**src/rtl/instr_loader.sv**
```systemverilog
// Byte-serial program loader: assembles REG_WIDTH-bit words MSB-first, writes them to
// consecutive instruction-bank entries and holds the core in reset until the load completes.
module instr_loader #(
  parameter int REG_WIDTH = 32,
  parameter int NUM_INSTR = 10,
  localparam int BYTES        = REG_WIDTH / 8,
  localparam int INSTR_SELECT = (NUM_INSTR > 1) ? $clog2(NUM_INSTR) : 1,
  localparam int CNT_WIDTH    = $clog2(NUM_INSTR + 1)
) (
  input  logic                    clk,
  input  logic                    rst,
  input  logic                    i_start,
  input  logic [CNT_WIDTH-1:0]    i_num_words,
  input  logic                    i_valid,
  input  logic [7:0]              i_data,
  output logic                    o_ready,
  output logic                    o_write_enable,
  output logic [INSTR_SELECT-1:0] o_write_select,
  output logic [REG_WIDTH-1:0]    o_write_data,
  output logic                    o_core_rst,
  output logic                    o_done,
  output logic                    o_error
);

  localparam int BCNT_W = (BYTES > 1) ? $clog2(BYTES) : 1;

  // Handshake: a byte moves on a rising edge where i_valid and o_ready are both 1.
  // o_ready depends only on state, so a producer may hold a byte across the WRITE cycle.
  typedef enum logic [2:0] {
    IDLE  = 3'd0,
    LOAD  = 3'd1,
    WRITE = 3'd2,
    DONE  = 3'd3,
    ERROR = 3'd4
  } state_e;

  state_e                state_q;
  logic [CNT_WIDTH-1:0]  word_cnt_q;
  logic [CNT_WIDTH-1:0]  len_q;
  logic [BCNT_W-1:0]     byte_cnt_q;
  logic [REG_WIDTH-1:0]  asm_q;

  logic                  len_bad;
  logic                  last_byte;
  logic                  last_word;
  logic [REG_WIDTH-1:0]  asm_shift;

  assign len_bad   = (i_num_words == '0) || (i_num_words > CNT_WIDTH'(NUM_INSTR));
  assign last_byte = (byte_cnt_q == BCNT_W'(BYTES - 1));
  assign last_word = (word_cnt_q == len_q - CNT_WIDTH'(1));
  // Shift form stays legal when REG_WIDTH is a single byte.
  assign asm_shift = (asm_q << 8) | REG_WIDTH'(i_data);

  always_ff @(posedge clk) begin
    if (rst) begin
      state_q    <= IDLE;
      word_cnt_q <= '0;
      len_q      <= '0;
      byte_cnt_q <= '0;
      asm_q      <= '0;
    end else begin
      case (state_q)
        IDLE, DONE, ERROR: begin
          if (i_start) begin
            if (len_bad) begin
              state_q <= ERROR;
            end else begin
              len_q      <= i_num_words;
              word_cnt_q <= '0;
              byte_cnt_q <= '0;
              state_q    <= LOAD;
            end
          end
        end
        LOAD: begin
          if (i_valid) begin
            asm_q <= asm_shift;
            if (last_byte) begin
              byte_cnt_q <= '0;
              state_q    <= WRITE;
            end else begin
              byte_cnt_q <= byte_cnt_q + BCNT_W'(1);
            end
          end
        end
        WRITE: begin
          if (last_word) begin
            state_q <= DONE;
          end else begin
            word_cnt_q <= word_cnt_q + CNT_WIDTH'(1);
            state_q    <= LOAD;
          end
        end
        default: state_q <= IDLE;
      endcase
    end
  end

  assign o_ready        = (state_q == LOAD);
  assign o_write_enable = (state_q == WRITE);
  assign o_write_select = (state_q == WRITE) ? word_cnt_q[INSTR_SELECT-1:0] : '0;
  assign o_write_data   = (state_q == WRITE) ? asm_q : '0;
  assign o_core_rst     = (state_q != DONE);
  assign o_done         = (state_q == DONE);
  assign o_error        = (state_q == ERROR);

endmodule

```
**config.mk**
```make
export PLATFORM = sky130hd
export DESIGN_NAME = instr_loader
export DESIGN_NICKNAME = d
export VERILOG_FILES = /design/src/rtl/instr_loader.sv
export SDC_FILE = /design/constraint.sdc
export NUM_CORES = 1
export LEC_CHECK = 0
export CAP_MARGIN = 5
export CORE_MARGIN = 4
export CORE_UTILIZATION = 52
export DETAILED_ROUTE_END_ITERATION = 16
export PLACE_DENSITY = 0.91
export SLEW_MARGIN = 10
export SYNTH_ARGS = -nofsm -noshare
export SYNTH_HDL_FRONTEND = slang
export SYNTH_SLANG_ARGS = --single-unit
export TNS_END_PERCENT = 1
```
**constraint.sdc**
```tcl
create_clock -name clk -period 5.3 [get_ports clk]
set_input_delay 1.06 -clock clk [delete_from_list [all_inputs] [get_ports clk]]
set_output_delay 1.06 -clock clk [all_outputs]
set_load 0.01 [all_outputs]
```
==> results of run 1 <==
worst paths after layout:
check	cells past startpoint	to
setup / recovery	5	o_write_data[8]
hold / removal	2	asm_q[26]
setup reg to reg	4	asm_q[1]
hold reg to reg	2	asm_q[26]
report_power, final:
group	internal, uW	total [uW]	leakage, uW	switching, uW
logic	27.9	60.9	0.000578	33.0
registers	344	350	0.000364	5.99
clock network	141	253	0.0000554	112
total	513	664	0.000997	151
per-stage QoR:
| stage | setup WS, ps | instances |
|---|---|---|
| floorplan | 2840 | 271 |
| CTS | 2050 | 367 |
| finish | 2060 | 367 |
| detailed placement | 2300 | 359 |
| global route | 1910 | 367 |
| global placement | 2320 | 359 |
layer usage:
layer	share of wire (%)	up-vias	GRT usage [%]	wire length, um
met5	0	-	0	0
met4	1.8	0	6.05	86
met3	4.4	9	4.49	205
met2	49	53	32.6	2310
met1	44	913	23.0	2080
li1	-	984	-	-
critical path, stage by stage, from the launching register on:
cell,delay [ps]
dfxtp_1,460
inv_2,60
or3_4,400
inv_4,260
and2_1,170
clkdlybuf4s50_1,540
layout make-up:
class	count	area [sq um]
clock buffers	6	72.6
clock inverters	2	38.8
fillers	298	1020
inverters	6	25.0
multi-input cells	203	1110
flip-flops and latches	45	901
well taps	48	60.1
repair buffers	57	568
flip-flops by register name, indices dropped and copies added, names as in the netlist:
signal	flops
asm_q	32
len_q	4
word_cnt_q	4
byte_cnt_q	2
state_q	3
cell families (layout without fill, tap and decap cells):
group | Yosys count | after routing
AND/OR/NAND/NOR | 138 | 138
AO/OA/AOI/OAI | 52 | 52
flip-flops | 45 | 45
buffers and inverters | 23 | 71
XOR/XNOR | 5 | 5
multiplexers | 5 | 5
adder cells (fa/ha/maj) | 3 | 3
cell usage in the layout, fill, tap and decap left out, types with 4 or more instances in the layout:
| master | n |
|---|---|
| a21oi_1 | 41 |
| dfxtp_1 | 45 |
| nand3_1 | 5 |
| clkbuf_8 | 5 |
| inv_1 | 4 |
| clkdlybuf4s50_1 | 56 |
| nand2_1 | 70 |
| nor2_1 | 9 |
| and2_1 | 36 |
| mux2i_1 | 5 |
| o21ai_0 | 6 |
| nor3_1 | 5 |
cell usage after synthesis (2+ instances only):
master	count	area (sq um)
a21oi_1	41	205
xor2_1	2	17.5
ha_1	3	37.5
nor3_1	5	25.0
nor2b_1	2	12.5
and2_1	36	225
nand2_1	70	263
o21ai_0	6	30.0
nand3_1	5	25.0
inv_1	4	15.0
mux2i_1	5	50.1
buf_2	3	15.0
dfxtp_1	45	901
nor2_1	9	33.8
clkbuf_1	12	45.0
==> flow_metrics.env, run 1 <==
export IMPL_drive_gt1_share_pct=5.02
export IMPL_status="completed"
export IMPL_synth_top_family_by_area="simple AND/OR/NAND/NOR gates"
export IMPL_worst_hold_slack_ps=451
export IMPL_antenna_found_initial=0
export IMPL_grt_pass1_vias=1846
export IMPL_place_hpwl_mm=3.28
export IMPL_slew_viol_final=0
export IMPL_synth_seq_area_share_pct=42.6
export IMPL_ir_drop_mv=0.208
export IMPL_die_x_um=71.8
export IMPL_yosys_warnings=0
export IMPL_p_total_uw=664
export IMPL_ys_ff_latch=45
export IMPL_synthSimpleGateAreaFrac_pct=31.7
export IMPL_synth_edff_count=0
export IMPL_synth_compound_area_share_pct=13.2
export IMPL_synth_async_reset_ratio_pct=0
export IMPL_syn_num_nets=290
export IMPL_cts_hold_buf=0
export IMPL_die_h_um=71.8
export IMPL_max_cap_violations=0
export IMPL_start_kind="register"
export IMPL_p_per_area_nw_per_um2=239
export IMPL_post_cts_buffers=0
export IMPL_cts_resized=0
export IMPL_setup_viol_count_final=0
export IMPL_clock_skew_ps=9.40
export IMPL_die_area_sq_um=5160
export IMPL_synthCells=271
export IMPL_clock_latency_ps=290
export IMPL_critPathKind="register to primary output"
export IMPL_cts_tree="yes"
export IMPL_io_pins=57
export IMPL_drt_iter0_drc=142
export IMPL_drc=0
export IMPL_crit_arrival_ps=2180
export IMPL_syn_cell_area_sq_um=2120
export IMPL_critical_path_required_ps=4240
export IMPL_design_core_area_sq_um=3800
export IMPL_finalHoldViolations=0
export IMPL_area_growth_pct=31.3
export IMPL_grt_setup_unrepaired="false"
export IMPL_dpl_cell_area_sq_um=2670
export IMPL_p_leak_uw=0.000997
export IMPL_final_cell_area_sq_um=2780
export IMPL_synth_xor_area_share_pct=3.61
export IMPL_grt_max_degree=46
export IMPL_nets=337
export IMPL_synth_main_ff_cell="dfxtp_1"
export IMPL_yosysUniqueCellTypes=38
export IMPL_h_tree_depth=2
export IMPL_cp_end_kind="primary output"
export IMPL_rrSetupSlack_ps=3340
export IMPL_gp_congestion=0.752
export IMPL_fp_row_count=22
export IMPL_initial_utilization_pct=55.7
export IMPL_clock_sinks=45
export IMPL_rr_startpoint="state_q[0]"
export IMPL_diodes=0
export IMPL_grt_pass1_wl_mm=8.04
export IMPL_numCtsBuffers=5
export IMPL_final_core_util_pct=73.2
export IMPL_globalRoute_totalOverflow=0
export IMPL_synthAdderAreaFrac_pct=1.77
export IMPL_clockBufferDepth=2
export IMPL_layout_min_cycle_time_ps=3240
export IMPL_hold_start="asm_q[26]"
export IMPL_first_pass_iters=4
export IMPL_routedWlPerCell_um=12.8
export IMPL_wl_mm=4.68
export IMPL_tightest_slew_ps=1100
export IMPL_synth_avg_cell_area_sq_um=7.81
export IMPL_relSlewSlack_pct=26.4
export IMPL_numPortBuffers=56
export IMPL_fmaxAchievable_mhz=309
export IMPL_worstPathMaxFanout=42
export IMPL_gr_usage_all_layers_pct=18.8
export IMPL_synthMuxAreaShare_pct=2.36
export IMPL_critPathLaunch="state_q[1]"
export IMPL_root_buffer="clkbuf_8"
export IMPL_route_vias_total=1959
export IMPL_ant_nets=0
export IMPL_period_share_pct=61.1
export IMPL_hold_class="register to register"
export IMPL_clk_pin_slew_ps=80
export IMPL_finalSetupTns_ps=0
export IMPL_avgViaCountPerCell=5.34
(Power assumes the default switching activity.)
==> run 2, diff against run 1 <==
- CORE_UTILIZATION: 52 -> 43
- PLACE_DENSITY: 0.91 -> 0.81
- clock period: 5.3 -> 2.8 ns (I/O delays scaled with it)
==> run 2 against run 1 <==
First-iteration DRC count increased by 27%; via count decreased by 3.3%; combinational power increased by 92%; clock power increased by 91%; setup slack got worse by 1900 ps; flip-flop and latch count unchanged; clock skew about the same; sequential power increased by 89%; register-to-register slack got worse by 2300 ps; sequential share of layout area decreased by 0.44 points; final area increased by 1.5%; total power increased by 90%; largest cell class unchanged.
==> flow_metrics.env, run 2 (same netlist as run 1, synthesis figures left out) <==
export IMPL_globalRoute_totalOverflow=0
export IMPL_rrSetupSlack_ps=1000
export IMPL_grt_pass1_wl_mm=7.89
export IMPL_p_clk_share_pct=38.2
export IMPL_crit_arrival_ps=2090
export IMPL_gp_congestion=0.846
export IMPL_h_tree_depth=2
export IMPL_grt_pass1_vias=1830
export IMPL_ir_drop_mv=0.252
export IMPL_worstPathMaxFanout=42
export IMPL_status="completed"
export IMPL_intPower_uw=974
export IMPL_hold_end="asm_q[31]"
export IMPL_numCtsBuffers=5
export IMPL_max_cap_violations=0
export IMPL_setup_viol_count_final=0
export IMPL_start_kind="register"
export IMPL_relSlewSlack_pct=64.6
export IMPL_finalHoldViolations=0
export IMPL_route_vias_total=1894
export IMPL_slew_viol_final=0
export IMPL_clock_latency_ps=290
export IMPL_ant_nets=0
export IMPL_top_regs="asm_q (32), len_q (4), word_cnt_q (4)"
export IMPL_grt_max_degree=46
export IMPL_finalSetupTns_ps=0
export IMPL_grt_setup_unrepaired="false"
export IMPL_layout_cells_non_filler=388
export IMPL_antenna_found_initial=0
export IMPL_hold_start="asm_q[31]"
export IMPL_place_hpwl_mm=3.23
export IMPL_routedWlPerCell_um=12.1
export IMPL_area_growth_pct=33.3
export IMPL_clock_skew_ps=9.75
export IMPL_numPortBuffers=56
export IMPL_num_fill_cells=449
export IMPL_p_leak_uw=0.00101
export IMPL_cp_end_kind="primary output"
export IMPL_pwr_share_seq_pct=52.5
export IMPL_critPathKind="register to primary output"
export IMPL_clockBufferDepth=2
export IMPL_r2r_cells=7
export IMPL_die_area_sq_um=6110
export IMPL_clk_pin_slew_ps=90
export IMPL_diodes=0
export IMPL_nets=339
export IMPL_power_switching_uw=287
export IMPL_io_pins=57
export IMPL_die_x_um=78.2
export IMPL_hold_path_depth=2
export IMPL_p_total_uw=1260
export IMPL_power_frac_comb_pct=9.3
export IMPL_largest_register="asm_q"
export IMPL_dp_cells=380
export IMPL_period_share_pct=94.5
export IMPL_rr_startpoint="len_q[0]"
export IMPL_wl_mm=4.68
export IMPL_drive_gt1_share_pct=5.92
export IMPL_root_buffer="clkbuf_8"
export IMPL_drt_iter0_drc=181
export IMPL_drc=0
export IMPL_cts_hold_buf=0
export IMPL_first_pass_iters=4
export IMPL_die_h_um=78.2
export IMPL_final_cell_mix="nand2_1, clkdlybuf4s50_1, dfxtp_1, a21oi_1, and2_1"
export IMPL_gr_usage_all_layers_pct=15.8
export IMPL_p_per_area_nw_per_um2=447
export IMPL_design_core_area_sq_um=4750
export IMPL_cts_tree="yes"
export IMPL_largest_reg_flops=32
export IMPL_final_common_cell="nand2_1"
export IMPL_final_cell_area_sq_um=2820
export IMPL_critical_path_required_ps=2240
export IMPL_swShare_pct=22.8
export IMPL_dpl_cell_area_sq_um=2710
export IMPL_fp_row_count=25
export IMPL_layout_min_cycle_time_ps=2650
export IMPL_clock_sinks=45
export IMPL_initial_utilization_pct=44.5
export IMPL_tightest_slew_ps=518
export IMPL_worst_r2r_endpoint="word_cnt_q[3]"
export IMPL_hold_class="register to register"
export IMPL_fmaxAchievable_mhz=378
export IMPL_avgViaCountPerCell=4.88
export IMPL_post_cts_buffers=0
run 2: changes by cell type in the layout (fill, tap and decap cells not counted), sizes merged:
cell,before,now
buf,1,3
run 2: worst max path at each step:
stage / startpoint / end / slack, ps / cells past startpoint
6_report: state_q[1] / o_write_data[11] / 150 / 5
5_1_grt: state_q[1] / o_write_data[11] / 50 / 5
4_1_cts: state_q[1] / o_write_data[11] / 50 / 5
3_5_place_dp: state_q[1] / o_write_data[11] / 330 / 5
3_3_place_gp: i_start / word_cnt_q[2] / 360 / 6
2_1_floorplan: state_q[1] / o_write_data[10] / 840 / 5
run 2: power groups by stage:
stage	Clock, uW	Sequential (uW)	Combinational [uW]
after floorplan	0	674	78.2
after global placement	0	677	114
after detailed placement	0	678	117
after CTS	492	663	117
after global routing	522	664	128
final	482	663	117
run 2: critical path, cell delays in order (launching register included):
cell and delay, ps:
dfxtp_2 410, inv_2 50, or3_4 400, inv_6 210, and2_1 180, clkdlybuf4s50_1 550
run 2: area by class of cell:
cell class / instances / area [sq um] / share of cell area, %
Timing Repair Buffer: 59 / 583 / 20.7
Sequential cell: 45 / 902 / 32.0
Inverter: 6 / 27.5 / 0.975
Multi-Input combinational cell: 203 / 1110 / 39.5
Clock inverter: 2 / 38.8 / 1.37
Tap cell: 67 / 83.8 / 2.97
Clock buffer: 6 / 72.6 / 2.57
run 2: timing repair:
action | in CTS | in global routing
gates cloned | 0 | 0
gates resized for setup | 1 | 1
endpoints found under the setup margin | 1 | 33
pin swaps | 0 | 0
run 2: metrics by stage:
step	worst slack, ps	hold slack [ps]	utilization, %
6_report	153	454	59.4
5_1_grt	54.6	473	59.4
4_1_cts	51.4	456	59.3
3_5_place_dp	331	444	56.9
3_3_place_gp	358	438	56.9
2_1_floorplan	843	432	-
run 2: per-layer routing:
metal	global-route usage [%]	share of wire, %
met3	2.98	3.6
met1	18.8	46
met4	6.12	1.3
met5	0	0
met2	27.8	50
